===== src/rtl/picorv32_mem_bridge.sv =====
// Run controller plus word-wide RAM bridge for the PicoRV32 native memory port:
// configurable RAM read latency, byte-merge writes, range checking and a run watchdog.
module picorv32_mem_bridge #(
  parameter int          ADDR_W  = 15,
  parameter int          RD_LAT  = 1,
  parameter logic [31:0] TIMEOUT = 32'd0
) (
  input  logic              clock,
  input  logic              reset,
  input  logic              start,
  output logic              finish,
  output logic [1:0]        status,
  output logic              range_err,
  output logic [31:0]       run_cycles,
  output logic              core_resetn,
  input  logic              core_trap,
  input  logic              mem_valid,
  input  logic [31:0]       mem_addr,
  input  logic [31:0]       mem_wdata,
  input  logic [3:0]        mem_wstrb,
  output logic              mem_ready,
  output logic [31:0]       mem_rdata,
  input  logic [31:0]       a_in,
  output logic [31:0]       a_out,
  output logic [ADDR_W-1:0] a_addr,
  output logic              a_we
);

  typedef enum logic [1:0] {C_IDLE = 2'd0, C_RUN = 2'd1, C_DONE = 2'd2} ctrl_e;
  typedef enum logic [2:0] {
    M_IDLE = 3'd0, M_READ = 3'd1, M_MERGE = 3'd2, M_WRITE = 3'd3, M_ERR = 3'd4
  } mem_e;

  localparam logic [1:0] LAST_CNT = 2'(RD_LAT - 1);

  function automatic logic [31:0] merge_word(input logic [31:0] old_w,
                                             input logic [31:0] new_w,
                                             input logic [3:0]  strb);
    logic [31:0] res;
    for (int i = 0; i < 4; i++) begin
      res[8*i +: 8] = strb[i] ? new_w[8*i +: 8] : old_w[8*i +: 8];
    end
    return res;
  endfunction

  ctrl_e       ctrl_q, ctrl_d;
  mem_e        mem_q, mem_d;
  logic [1:0]  cnt_q, cnt_d;
  logic [31:0] merge_q, merge_d;
  logic [31:0] run_cycles_q, run_cycles_d;
  logic [1:0]  status_q, status_d;
  logic        finish_q, finish_d;
  logic        range_err_q, range_err_d;
  logic        core_resetn_q, core_resetn_d;
  logic        ready_q, ready_d;
  logic        we_q, we_d;
  logic        timeout_hit_s, run_end_s, mem_run_s, out_of_range_s, range_set_s;
  logic        unused_ok;

  assign unused_ok = ^mem_addr[1:0];

  // Run-ending conditions; the memory side stops accepting work on the cycle the run ends.
  always_comb begin
    timeout_hit_s  = (TIMEOUT != 32'd0) && (run_cycles_q == TIMEOUT - 32'd1);
    run_end_s      = (ctrl_q == C_RUN) && (core_trap || timeout_hit_s);
    mem_run_s      = (ctrl_q == C_RUN) && !run_end_s;
    out_of_range_s = (mem_addr >> (ADDR_W + 2)) != 32'd0;
  end

  // Control FSM next state: IDLE -> RUN -> DONE -> IDLE.
  always_comb begin
    ctrl_d        = ctrl_q;
    run_cycles_d  = run_cycles_q;
    status_d      = status_q;
    finish_d      = 1'b0;
    core_resetn_d = 1'b0;
    case (ctrl_q)
      C_IDLE: begin
        if (start) begin
          ctrl_d        = C_RUN;
          run_cycles_d  = 32'd0;
          status_d      = 2'b00;
          core_resetn_d = 1'b1;
        end else begin
          ctrl_d = C_IDLE;
        end
      end
      C_RUN: begin
        run_cycles_d = (run_cycles_q == 32'hFFFF_FFFF) ? run_cycles_q : run_cycles_q + 32'd1;
        // Trap has priority over a coinciding timeout.
        if (core_trap) begin
          ctrl_d   = C_DONE;
          finish_d = 1'b1;
          status_d = range_err_q ? 2'b11 : 2'b01;
        end else if (timeout_hit_s) begin
          ctrl_d   = C_DONE;
          finish_d = 1'b1;
          status_d = 2'b10;
        end else begin
          core_resetn_d = 1'b1;
        end
      end
      C_DONE:  ctrl_d = C_IDLE;
      default: ctrl_d = C_IDLE;
    endcase
  end

  // Memory FSM next state; ready/we are computed one cycle ahead so they come out registered.
  always_comb begin
    mem_d       = mem_q;
    cnt_d       = cnt_q;
    merge_d     = merge_q;
    ready_d     = 1'b0;
    we_d        = 1'b0;
    range_set_s = 1'b0;
    if (!mem_run_s) begin
      mem_d = M_IDLE;
      cnt_d = 2'd0;
    end else begin
      case (mem_q)
        M_IDLE: begin
          if (!mem_valid) begin
            mem_d = M_IDLE;
          end else if (out_of_range_s) begin
            mem_d       = M_ERR;
            ready_d     = 1'b1;
            range_set_s = 1'b1;
          end else if (mem_wstrb == 4'hF) begin
            mem_d   = M_WRITE;
            ready_d = 1'b1;
            we_d    = 1'b1;
          end else begin
            mem_d   = M_READ;
            cnt_d   = 2'd0;
            ready_d = (mem_wstrb == 4'h0) && (LAST_CNT == 2'd0);
          end
        end
        M_READ: begin
          if (cnt_q != LAST_CNT) begin
            cnt_d   = cnt_q + 2'd1;
            ready_d = (mem_wstrb == 4'h0) && (cnt_q + 2'd1 == LAST_CNT);
          end else if (mem_wstrb == 4'h0) begin
            mem_d = M_IDLE;
          end else begin
            mem_d   = M_MERGE;
            merge_d = merge_word(a_in, mem_wdata, mem_wstrb);
            ready_d = 1'b1;
            we_d    = 1'b1;
          end
        end
        M_MERGE: mem_d = M_IDLE;
        M_WRITE: mem_d = M_IDLE;
        M_ERR:   mem_d = M_IDLE;
        default: mem_d = M_IDLE;
      endcase
    end
    if ((ctrl_q == C_IDLE) && start) begin
      range_err_d = 1'b0;
    end else begin
      range_err_d = range_err_q | range_set_s;
    end
  end

  // State and output registers with synchronous reset.
  always_ff @(posedge clock) begin
    if (reset) begin
      ctrl_q        <= C_IDLE;
      mem_q         <= M_IDLE;
      cnt_q         <= 2'd0;
      merge_q       <= 32'd0;
      run_cycles_q  <= 32'd0;
      status_q      <= 2'b00;
      finish_q      <= 1'b0;
      range_err_q   <= 1'b0;
      core_resetn_q <= 1'b0;
      ready_q       <= 1'b0;
      we_q          <= 1'b0;
    end else begin
      ctrl_q        <= ctrl_d;
      mem_q         <= mem_d;
      cnt_q         <= cnt_d;
      merge_q       <= merge_d;
      run_cycles_q  <= run_cycles_d;
      status_q      <= status_d;
      finish_q      <= finish_d;
      range_err_q   <= range_err_d;
      core_resetn_q <= core_resetn_d;
      ready_q       <= ready_d;
      we_q          <= we_d;
    end
  end

  // RAM-side data paths follow the current memory state.
  always_comb begin
    if (mem_q == M_MERGE) begin
      a_out = merge_q;
    end else begin
      a_out = mem_wdata;
    end
    if (mem_q == M_ERR) begin
      mem_rdata = 32'd0;
    end else begin
      mem_rdata = a_in;
    end
  end

  assign a_addr      = mem_addr[ADDR_W+1:2];
  assign a_we        = we_q;
  assign mem_ready   = ready_q;
  assign finish      = finish_q;
  assign status      = status_q;
  assign range_err   = range_err_q;
  assign run_cycles  = run_cycles_q;
  assign core_resetn = core_resetn_q;

endmodule


===== config.mk =====
export PLATFORM = sky130hd
export DESIGN_NAME = picorv32_mem_bridge
export DESIGN_NICKNAME = d
export VERILOG_FILES = /design/src/rtl/picorv32_mem_bridge.sv
export SDC_FILE = /design/constraint.sdc
export NUM_CORES = 1
export LEC_CHECK = 0
export CAP_MARGIN = 5
export CORE_MARGIN = 2
export CORE_UTILIZATION = 25
export CTS_BUF_LIST = sky130_fd_sc_hd__clkbuf_8 sky130_fd_sc_hd__clkbuf_16
export CTS_CLUSTER_SIZE = 16
export DETAILED_ROUTE_END_ITERATION = 10
export PLACE_DENSITY = 0.54
export SLEW_MARGIN = 10
export SYNTH_ARGS = -nofsm -noshare
export SYNTH_HDL_FRONTEND = slang
export SYNTH_SLANG_ARGS = --single-unit

===== constraint.sdc =====
create_clock -name clock -period 5.7 [get_ports clock]
set_input_delay 1.71 -clock clock [delete_from_list [all_inputs] [get_ports clock]]
set_output_delay 1.71 -clock clock [all_outputs]
set_load 0.1 [all_outputs]

======== Yosys cells after proc, flatten, opt, wreduce, memory -nomap -nowiden ========
Index checks and enable logic that the tools add are counted.
cells by class
  $add $sub $neg .......................... 2
  equal/unequal tests ..................... 14
  muxes and demuxes ....................... 46
  bitwise operators ....................... 5
  reductions and logical operators ........ 20
operator list
  operator                                        count
  two-way mux 32 bit                              4
  case mux 32 bit (2 select lines)                1
  adder 32 x 1 -> 32 bit (second input constant)  1
  == test 32 bit (second input constant)          1
  two-way mux 8 bit                               4
  nonzero test 32 bit                             1
  two-way mux 2 bit                               10
  two-way mux 1 bit                               17
  inequality test 2 bit (second input constant)   8
  case mux 2 bit (2 select lines)                 3
  two-way mux 3 bit                               3
  case mux 1 bit (2 select lines)                 3
  case mux 3 bit (2 select lines)                 1
  AND reduction 3 bit                             2
  nonzero test 2 bit                              3
  OR reduction 2 bit                              3
  AND reduction 5 bit                             1
  == test 4 bit (second input constant)           1
  logical AND 1 bit                               4
  logical NOT 2 bit                               2
  logical NOT 4 bit                               1
  NOT 1 bit                                       4
  AND reduction 4 bit                             1
  == test 3 x 1 -> 1 bit (second input constant)  1
  7 further kinds                                 7
word-level totals
  register bits ........................... 78
  input port bits ......................... 105
  output and inout bits ................... 118
  word-level logic and storage cells ...... 98

======== Logic depth before layout (Yosys ltp) ========
Gate-level depths: netlist of the first run.
  word-level depth ........................ 6
  depth in mapped cells ................... 8
  depth with buffers taken out ............ 6

======== Worst setup path after synthesis of the first run ========
OpenSTA, ideal clock, no wires.
  path type ............................... input -> output
  start ................................... in a_in[0]
  end ..................................... out mem_rdata[0]
  data arrival time ....................... 3.044 ns
  data required time ...................... 3.990 ns
  slack ................................... 0.946 ns
  cell stages on the path ................. 1
  buffers on the path ..................... 0
  cell sequence ........................... nor2b_1
on the way
  word-level cells in the longest chain between the ends .. 1
ends and longest elaborated chain
  what                line  text
  start, declared     23    input logic [31:0] a_in,
  two-way mux 32 bit  200   if (mem_q == M_ERR) begin
  end, declared       22    output logic [31:0] mem_rdata,
Every way passes these cells.

======== Worst setup path after layout of the first run ========
  start ................................... in a_in[15]
  end ..................................... out mem_rdata[15]
The elaborated chain is that of the path after synthesis.

==> results of run 1 <==
where the power goes:
part / switching [mW] / leakage (nW) / internal (mW)
clock: 0.237 / 0.154 / 0.394
combinational: 0.300 / 1.76 / 0.128
sequential: 0.00628 / 0.629 / 0.550
worst max path at each step:
| stage | start | to | slack (ns) |
|---|---|---|---|
| after detailed placement | a_in[15] | mem_rdata[15] | 1.22 |
| after global routing | a_in[15] | mem_rdata[15] | 1.22 |
| after floorplan | a_in[0] | mem_rdata[0] | 0.95 |
| after CTS | a_in[15] | mem_rdata[15] | 1.22 |
| after global placement | a_in[15] | mem_rdata[15] | 1.21 |
| final | a_in[15] | mem_rdata[15] | 1.26 |
state kept, by name, summed over array words and instances (netlist names):
signal	cells
a_we	1
cnt_q	2
core_resetn	1
ctrl_q	2
finish	1
mem_q	3
mem_ready	1
merge_q	32
range_err	1
run_cycles	32
status	2
per-stage QoR:
| stage | hold slack, ns | cells | total power [mW] | area (µm²) | setup WS (ns) |
|---|---|---|---|---|---|
| after detailed placement | 0.464 | 895 | 0.998 | 6360 | 1.22 |
| after global routing | 0.489 | 911 | 1.68 | 6680 | 1.22 |
| after CTS | 0.485 | 911 | 1.64 | 6680 | 1.22 |
| final | 0.469 | 911 | 1.62 | 6680 | 1.26 |
| after floorplan | 0.475 | 522 | 0.916 | 4590 | 0.946 |
| after global placement | 0.449 | 895 | 0.997 | 6360 | 1.21 |
worst max-delay path: stages:
cell and delay (ns):
clkdlybuf4s50_1 0.49, nor2b_1 0.20, buf_4 0.32
cell usage in the layout (no fill, tap or decap), types with 13 or more instances in the layout:
cell type	synthesis	routed
nor2_1	57	57
nor2b_1	34	34
nand3_1	13	13
clkdlybuf4s50_1	0	125
mux2_2	32	32
nand2_1	23	23
mux2i_1	37	37
a21oi_1	13	13
buf_4	24	70
dfxtp_1	78	78
a211oi_1	34	34
cells by family after synthesis:
| group | Yosys count | synth area share [%] |
|---|---|---|
| flops | 78 | 34.0 |
| mux | 69 | 15.9 |
| compound gates | 104 | 16.3 |
| buf+inv | 63 | 7.66 |
| fa+ha+maj | 3 | 0.818 |
| simple gates | 203 | 24.9 |
| xor+xnor | 2 | 0.382 |
metal layers:
metal,share of wire (%),up-vias,GRT usage [%]
li1,-,2231,-
met1,44,2104,18.1
met2,48,183,25.2
met3,6.7,23,3.51
met4,1.6,0,5.48
met5,0,-,0
area by class of cell:
type / count / share of cell area [%]
clock buffers: 10 / 3.58
clock inverters: 6 / 1.27
inverters: 11 / 0.618
multi-input cells: 381 / 40.2
flip-flops and latches: 78 / 23.4
well taps: 229 / 4.29
repair buffers: 196 / 26.7
==> flow_summary.yaml, run 1 <==
detailed_routing:
  route.vias.total: 4541
  wl_um: 14600
  wl_per_cell_um: 16.0
  post-route-drc-count: 0
  final_antenna_net_count: 0
  drt_iter0_markers: 283
  avgViaCountPerCell: 4.98
  firstDrtPassIters: 4
global_route:
  grt_pass1_vias: 4408
  grt_max_degree: 65
  grt_pass1_wl_um: 23300
  grt_overflow: 0
  grt_antenna_before_repair: 0
  grtUsageTotal_pct: 14.8
hold_path:
  min-delay-start: "status[0]"
  hp-class: "reg2reg"
  hold_path_depth: 1
  whs_endpoint: "status[0]"
timing:
  tightest_slew_ns: 1.26
  period_minus_slack_ns: 4.44
  setup-violations-final: 0
  drv_slew: 0
  fin_crit_sh_pct: 77.8
  rsz0062_at_grt: "false"
  skew_ns: 0.00457
  fin_tns_setup_ns: 0
  max_clock_freq_mhz: 225
  hold_viol: 0
  slew_headroom_pct: 15.4
setup_path:
  cp.arrival_ns: 2.73
  required_ns: 3.99
  timing.rr.start: "run_cycles[0]"
  reg2reg_depth: 7
  reg2reg_slack_ns: 2.79
  start_kind: "input port"
  end_kind: "output pin"
  r2r-end: "run_cycles[18]"
  crit_fanout: 2
  path_class: "in2out"
synth:
  syn_avg_cell_area_um2: 8.80
  synthCells: 522
  ys_seq_area_share_pct: 34.0
  yosysMostFrequentCell: "dfxtp_1"
  synth_area_um2: 4590
  synth_edf_count: 0
  syn-num-nets: 630
  async_flop_share_pct: 0
  synth_flop_cell: "dfxtp_1"
  synthTopCellsByArea: "dfxtp_1, mux2i_1, mux2_2"
  ys_ff_latch: 78
  yosysTopAreaCellShare_pct: 34.0
  synth_cell_type_count: 63
  synthTopCellsByCount: "dfxtp_1, nor2_1, mux2i_1"
  yosysTopAreaCell: "dfxtp_1"
  yosysWarningCount: 0
clock_network:
  worstSkewPairLatency_ns: 0.34
  cts_resized: 0
  cts_tree: "yes"
  clockRootBuffer: "clkbuf_16"
  postCtsSetupBuffers: 0
  numCtsBuffers: 9
  htree_levels: 3
  cts_hold_buffers: 0
  clkSinkCount: 78
  clock_path_buffers: 2
  path_clk_slew_ns: 0.06
run:
  cap_violations: 0
power:
  power_density_nw_per_um2: 242
  ir_drop_mv: 0.131
  leakage_nw: 2.55
die:
  die_x_um: 140
  die_area_um2: 19500
  ios: 223
  start_util_pct: 25.6
  die_h_um: 140
  rows: 49
  core_um2: 18000
status:
  status: "finished clean"
finish:
  multiInputGateArea_um2: 2690
  post-route-util_pct: 37.2
  seq_area_um2: 1560
  num-fill-cells: 1800
  drive_above_1_share_pct: 20.4
  layout.nets: 785
  n_antenna_cell: 0
  area_growth_pct: 45.6
placed_design:
  io_buffer_count: 190
  gp_congestion: 0.800
  dp_hpwl_um: 10600
(Power assumes the default switching activity.)
==> inputs of run 2 (changes only) <==
--- a/config.mk
+++ b/config.mk
@@ -11,7 +11,7 @@
 export CTS_BUF_LIST = sky130_fd_sc_hd__clkbuf_8 sky130_fd_sc_hd__clkbuf_16
 export CTS_CLUSTER_SIZE = 16
 export DETAILED_ROUTE_END_ITERATION = 10
-export PLACE_DENSITY = 0.54
+export PLACE_DENSITY = 0.56
 export SLEW_MARGIN = 10
 export SYNTH_ARGS = -nofsm -noshare
 export SYNTH_HDL_FRONTEND = slang
==> constraint.sdc (replaced) <==
create_clock -name clock -period 3.7 [get_ports clock]
set_input_delay 1.11 -clock clock [delete_from_list [all_inputs] [get_ports clock]]
set_output_delay 1.11 -clock clock [all_outputs]
set_load 0.1 [all_outputs]
==> run 2 against run 1 <==
  * Combinational power up 84%
  * Highest routed layer unchanged
  * Sequential share of layout area down 2.4 points
  * Flip-flop and latch count stayed put
  * Sequential power is 54% higher
  * Power up 64%
  * Clock skew grew 0.013 ns
  * Worst setup slack lost 0.77 ns
  * Wire length up 12%
  * Non-clock buffer count up 7
  * Core utilization rose by 4.3 points
==> flow_summary.yaml, run 2 (synthesis results as in run 1) <==
timing:
  drv_slew: 0
  skew_ns: 0.0173
  max_clock_freq_mhz: 312
  slew_headroom_pct: 51.3
  setup-violations-final: 0
  hold_slack_ns: 0.476
  fin_crit_sh_pct: 86.6
  hold_viol: 0
  tightest_slew_ns: 0.724
  rsz0062_at_grt: "false"
  fin_tns_setup_ns: 0
  period_minus_slack_ns: 3.20
  fin_ws_ns: 0.497
power:
  p_total_mw: 2.65
  power_density_nw_per_um2: 356
  leakage_nw: 2.96
  ir_drop_mv: 0.207
setup_path:
  required_ns: 2.59
  path_class: "in2out"
  cp.arrival_ns: 2.09
  crit_fanout: 2
  start_kind: "input port"
  end_kind: "output pin"
die:
  die_h_um: 140
  die_area_um2: 19500
  die_x_um: 140
  rows: 49
  ios: 223
  start_util_pct: 25.6
  core_um2: 18000
clock_network:
  cts_tree: "yes"
  cts_resized: 0
  clkSinkCount: 78
  clock_path_buffers: 2
  htree_levels: 3
  numCtsBuffers: 9
  path_clk_slew_ns: 0.06
  clockRootBuffer: "clkbuf_16"
  cts_hold_buffers: 0
  postCtsSetupBuffers: 0
  worstSkewPairLatency_ns: 0.36
detailed_routing:
  avgViaCountPerCell: 5.08
  wl_per_cell_um: 17.7
  route.vias.total: 4665
  wl_um: 16300
  drt_iter0_markers: 243
  post-route-drc-count: 0
  firstDrtPassIters: 5
  final_antenna_net_count: 0
finish:
  final_cell_mix: "clkdlybuf4s50_1, dfxtp_1, buf_12"
  fin_cells: 918
  n_antenna_cell: 0
  area_growth_pct: 62.4
  layout_commonest_cell: "clkdlybuf4s50_1"
  layout.nets: 792
  post-route-util_pct: 41.5
  drive_above_1_share_pct: 26.9
  finish.instance_area_um2: 7460
global_route:
  grt_pass1_vias: 4702
  grt_overflow: 0
  grt_max_degree: 65
  grtUsageTotal_pct: 16.5
  grt_pass1_wl_um: 25600
  grt_antenna_before_repair: 0
status:
  status: "finished clean"
placed_design:
  io_buffer_count: 190
  dp_hpwl_um: 12300
  gp_congestion: 0.812
  dpl_cell_area_um2: 7130
  post-place-ws_ns: 0.479
  numPlacedInstances: 902
run:
  cap_violations: 0
hold_path:
  hp-class: "reg2reg"
run 2: power by group:
| part | switching, mW | total (mW) | internal, mW |
|---|---|---|---|
| sequential | 0.00945 | 0.857 | 0.847 |
| combinational | 0.492 | 0.790 | 0.298 |
| clock | 0.407 | 1.01 | 0.601 |
| total | 0.908 | 2.65 | 1.75 |
run 2: worst paths after layout:
kind            startpoint        endpoint  slack, ns  cells past startpoint
max               a_in[17]   mem_rdata[17]       0.50                      3
min              status[0]       status[0]       0.48                      1
max reg2reg  run_cycles[0]  run_cycles[18]       0.87                      8
min reg2reg      status[0]       status[0]       0.48                      1
run 2: cell type report:
class / instances / area [µm²]
fillers: 1698 / 10500
multi-input cells: 381 / 2690
repair buffers: 203 / 2550
flip-flops and latches: 78 / 1560
well taps: 229 / 287
clock buffers: 9 / 225
clock inverters: 7 / 103
inverters: 11 / 41.3
run 2: critical path, stage by stage:
cell and delay [ns]:
clkdlybuf4s50_1 0.49, nor2b_1 0.27, buf_12 0.22
run 2: layer usage:
layer | global-route usage (%) | up-vias | share of wire, %
met2 | 27.8 | 187 | 48
li1 | - | 2237 | -
met1 | 19.0 | 2219 | 40
met5 | 0 | - | 0
met4 | 4.57 | 0 | 1.5
met3 | 7.36 | 22 | 10
